**src/rtl/demux_sched_pkg.sv**
```systemverilog
// Shared constants and state encoding for the round-robin demux scheduler.
package demux_sched_pkg;

    localparam int NCH  = 4;
    localparam int SELW = 2;

    typedef enum logic {
        ST_IDLE  = 1'b0,
        ST_GRANT = 1'b1
    } sched_state_t;

endpackage

```
**src/rtl/demux_rr_sched_pick.sv**
```systemverilog
// Combinational round-robin picker: first requester in order ptr+1, ptr+2, ptr+3, ptr (mod 4).
module rr_pick4
    import demux_sched_pkg::*;
(
    input  logic [NCH-1:0]  req,
    input  logic [SELW-1:0] ptr,
    output logic [SELW-1:0] idx,
    output logic            any
);

    logic [SELW-1:0] cand [NCH];
    logic [NCH-1:0]  hit;

    // Candidate gi is the channel visited (gi+1)-th after ptr; the 2-bit add wraps mod 4.
    generate
        for (genvar gi = 0; gi < NCH; gi++) begin : g_cand
            assign cand[gi] = ptr + SELW'(gi + 1);
            assign hit[gi]  = req[cand[gi]];
        end
    endgenerate

    always_comb begin
        idx = cand[0];
        for (int i = NCH - 1; i >= 0; i--) begin
            if (hit[i]) begin
                idx = cand[i];
            end
        end
    end

    assign any = |req;

endmodule

```
**src/rtl/demux_rr_sched.sv**
```systemverilog
// Round-robin burst scheduler sharing one valid/ready stream among four demux channels.
module demux_rr_sched
    import demux_sched_pkg::*;
#(
    parameter int WIDTH = 8,
    parameter int BURST = 4
) (
    input  logic             clk,
    input  logic             rst_n,
    input  logic             in_valid,
    input  logic [WIDTH-1:0] in_data,
    input  logic             in_last,
    output logic             in_ready,
    input  logic [NCH-1:0]   ch_en,
    input  logic [NCH-1:0]   out_ready,
    output logic [NCH-1:0]   out_valid,
    output logic [WIDTH-1:0] out_data,
    output logic [SELW-1:0]  sel,
    output logic             busy
);

    localparam int CNTW = $clog2(BURST + 1);

    sched_state_t    state_reg;
    logic [SELW-1:0] sel_reg;
    logic [SELW-1:0] ptr_reg;
    logic [CNTW-1:0] cnt_reg;

    logic [SELW-1:0] pick_idx;
    logic            pick_any;
    logic            granted;
    logic            xfer;
    logic            burst_end;

    rr_pick4 u_pick (
        .req (ch_en),
        .ptr (ptr_reg),
        .idx (pick_idx),
        .any (pick_any)
    );

    assign granted = (state_reg == ST_GRANT);

    // Steering is purely combinational so data never picks up a pipeline stage.
    generate
        for (genvar gi = 0; gi < NCH; gi++) begin : g_steer
            assign out_valid[gi] = granted && (sel_reg == SELW'(gi)) && in_valid;
        end
    endgenerate

    assign in_ready  = granted && out_ready[sel_reg];
    assign out_data  = in_data;
    assign sel       = sel_reg;
    assign busy      = granted;

    assign xfer      = in_valid && in_ready;
    assign burst_end = xfer && (((int'(cnt_reg) + 1) == BURST) || in_last);

    always_ff @(posedge clk) begin
        if (!rst_n) begin
            state_reg <= ST_IDLE;
            sel_reg   <= '0;
            ptr_reg   <= 2'd3;
            cnt_reg   <= '0;
        end else begin
            case (state_reg)
                ST_IDLE: begin
                    if (in_valid && pick_any) begin
                        sel_reg   <= pick_idx;
                        cnt_reg   <= '0;
                        state_reg <= ST_GRANT;
                    end
                end
                ST_GRANT: begin
                    if (xfer) begin
                        cnt_reg <= cnt_reg + 1'b1;
                    end
                    if (burst_end) begin
                        ptr_reg   <= sel_reg;
                        state_reg <= ST_IDLE;
                    end
                end
                default: state_reg <= ST_IDLE;
            endcase
        end
    end

endmodule

```
**config.mk**
```make
export PLATFORM = sky130hd
export DESIGN_NAME = demux_rr_sched
export DESIGN_NICKNAME = d
export VERILOG_FILES = /design/src/rtl/demux_sched_pkg.sv /design/src/rtl/demux_rr_sched_pick.sv /design/src/rtl/demux_rr_sched.sv
export SDC_FILE = /design/constraint.sdc
export NUM_CORES = 1
export LEC_CHECK = 0
export CAP_MARGIN = 20
export CORE_UTILIZATION = 40
export CTS_BUF_LIST = sky130_fd_sc_hd__clkbuf_4
export CTS_CLUSTER_SIZE = 30
export DETAILED_ROUTE_END_ITERATION = 7
export PLACE_DENSITY_LB_ADDON = 0.05
export SYNTH_ARGS = -nofsm -noshare
export SYNTH_HDL_FRONTEND = slang
export SYNTH_SLANG_ARGS = --single-unit
export TNS_END_PERCENT = 5
```
**constraint.sdc**
```tcl
create_clock -name clk -period 2.6 [get_ports clk]
set_clock_uncertainty 0.15 [all_clocks]
set_input_delay 0.52 -clock clk [delete_from_list [all_inputs] [get_ports clk]]
set_output_delay 0.52 -clock clk [all_outputs]
set_load 0.03 [all_outputs]
```
==> flow_summary.toml <==
[global_routing]
met3_usage = 0.0431
busiest_layer = "met2"
grt_use_met2 = 0.280
use_met1 = 0.186
antenna_found_initial = 0
grt_pass1_vias = 561
grt-ovfl-total = 0
grt_max_degree = 11
grt_pass1_wl_mm = 2.26
grt_use_total = 0.165

[final_layout]
largest_reg_flops = 3
syn2layout_area_growth_pct = 20.5
diodes = 0
drive_gt1_frac = 0.121
nets = 115
finalInstanceArea_sq_um = 786

[power]
combPwrFrac = 0.261
p_sw_uw = 96.7
pwr-share-clk = 0.310
internal-power_uw = 221
p_leak_nw = 0.314
peakVddDrop_mv = 0.241
power_density_nw_per_um2 = 405
power_frac_seq = 0.429
p_total_uw = 318
swShare = 0.304

[critical_path]
rrSetupSlack_ns = 0.99
slowest_stage = "clkdlybuf4s50_1"
required_ns = 1.93
crit_path_end_kind = "output port"
crit_path_cell_trace = "clkdlybuf4s50_1 -> mux2i_1 -> mux2i_1 -> and2_1 -> buf_4"
path_class = "in2out"
cp-start-kind = "input pin"
worst_r2r_path_depth = 4
timing.rr.end = "cnt_reg[0]"
critPathArrivalTime_ns = 1.55
worstPathMaxFanout = 2
reg2reg_from = "sel[0]"
critPathMaxStageDelay_ns = 0.41
path_common_cell = "mux2i_1"

[min_path]
whs_endpoint = "cnt_reg[1]"
hp-class = "reg2reg"
whs_path_depth = 2
hold_path.startpoint = "cnt_reg[1]"

[sta]
tightest_slew_ns = 0.361
max_clock_freq_mhz = 450
slew_headroom = 0.759
period_minus_slack_ns = 2.22
postLayoutSetupSlackWorst_ns = 0.377
hold_violations = 0
finalSetupViolations = 0
fin_tns_setup_ns = 0
hold_ws_ns = 0.359
rsz0062_at_grt = "no"
fin_crit_sh = 0.855
drv_slew = 0

[floorplanning]
fp-row-count = 14
die_h_um = 42.4
dieArea_sq_um = 1800
start_util = 0.433
die_w_um = 42.4
io_pins = 36
core-area_sq_um = 1510

[cts]
cts_tree = "yes"
holdBufCountCts = 0
root_buffer = "clkbuf_4"
cts.clk_slew.worst_paths_ns = 0.06
clock_latency_ns = 0.26
htreeDepth = 1
cts.sink_count = 8
clk_path_buf_depth = 2
cts_resized = 0
post_cts_buffers = 0
cts_buffers = 3

[route]
drc = 0
vias = 612
firstDrtPassIters = 4
ant_nets = 0
via_per_inst = 5.72
wirelength_mm = 1.34
routedWlPerCell_um = 12.6
drt_iter0_drc = 14

[yosys]
yosysMostFrequentCell = "nor2_1"
syn_area_sq_um = 652
ys_top_cells_by_area = "dfxtp_1 (25%), buf_4 (9.2%), nor2_1 (6.9%), mux2i_1 (4.6%), nand3b_1 (4.6%)"
yosys_register_bits = 8
synth.distinct_cells = 33
synthArstFlopShare = 0
yosys.area.top_type_share = 0.246
syn_inst = 80
synth_top_flop_cell = "dfxtp_1"
seq_area_frac_synth = 0.246
synth_common_cells = "nor2_1 (12), buf_4 (8), dfxtp_1 (8)"
syn-num-nets = 102
synth_area_leader_cell = "dfxtp_1"
yosys_warnings = 0
synth.avg_cell_area_sq_um = 8.15
synth_edf_count = 0

[place]
hpwlAfterDp_mm = 1.05
placed_cell_area_sq_um = 763
gp_congestion = 0.804
dp_worst_setup_slack_ns = 0.373
port-buffer-count = 19

[job]
drv_cap = 0

[outcome]
run_status = "finished clean"
==> area by class of cell <==
class                   count  area [sq um]
inverters                   3          11.3
fillers                   147           721
well taps                  16          20.0
flip-flops and latches      8           160
repair buffers             19           178
clock buffers               3          22.5
multi-input cells          58           394
==> stage by stage <==
stage / std cells / utilization
finish: 107 / 0.522
global route: 107 / 0.522
CTS: 107 / 0.522
detailed placement: 104 / 0.507
global placement: 104 / 0.507
floorplan: 80 / -
==> cells in the final DEF (no fill, tap or decap), types with 2 or more instances in the layout <==
| cell type | count |
|---|---|
| o21bai_1 | 2 |
| o31ai_1 | 2 |
| buf_4 | 5 |
| nand2b_1 | 2 |
| nor2b_1 | 2 |
| ha_1 | 2 |
| nand3b_1 | 4 |
| nand3_1 | 2 |
| and3_1 | 3 |
| mux2i_1 | 3 |
| dfxtp_1 | 8 |
| o211ai_1 | 2 |
| inv_1 | 3 |
| nor4_1 | 2 |
| o21ai_0 | 4 |
| clkdlybuf4s50_1 | 14 |
| clkbuf_4 | 3 |
| nor2_1 | 12 |
| o21a_1 | 2 |
==> worst max-delay path, delay by kind of cell <==
family | cells | cell delay (ns)
simple gates | 1 | 0.16
mux | 2 | 0.30
buf+inv | 2 | 0.57
==> power groups by stage <==
stage,registers [mW],clock network (mW),logic [mW]
3_3_place_gp,0.139,0,0.0832
5_1_grt,0.138,0.109,0.0905
4_1_cts,0.137,0.102,0.0836
2_1_floorplan,0.143,0,0.0677
3_5_place_dp,0.139,0,0.0833
6_report,0.136,0.0984,0.0830
==> how the worst max path moves through the flow <==
stage                  from  endpoint  slack [ns]
2_1_floorplan        sel[0]  in_ready        0.69
3_3_place_gp   out_ready[2]  in_ready        0.40
3_5_place_dp   out_ready[3]  in_ready        0.37
4_1_cts        out_ready[3]  in_ready        0.37
5_1_grt        out_ready[3]  in_ready        0.29
6_report       out_ready[3]  in_ready        0.38
==> cells by family after synthesis <==
logic type / after synthesis / synth area share
and+or+nand+nor: 32 / 0.280
AOI/OAI and AO/OA: 21 / 0.240
buffers and inverters: 14 / 0.150
DFF: 8 / 0.246
muxes: 3 / 0.0461
adders and majority gates: 2 / 0.0384
==> routing by layer <==
metal | wire [um] | vias to the layer above
met2 | 649 | 12
met4 | 31 | 0
met1 | 610 | 284
li1 | - | 309
met5 | 0 | -
met3 | 53 | 7
Power figures use the tool's default switching activity.
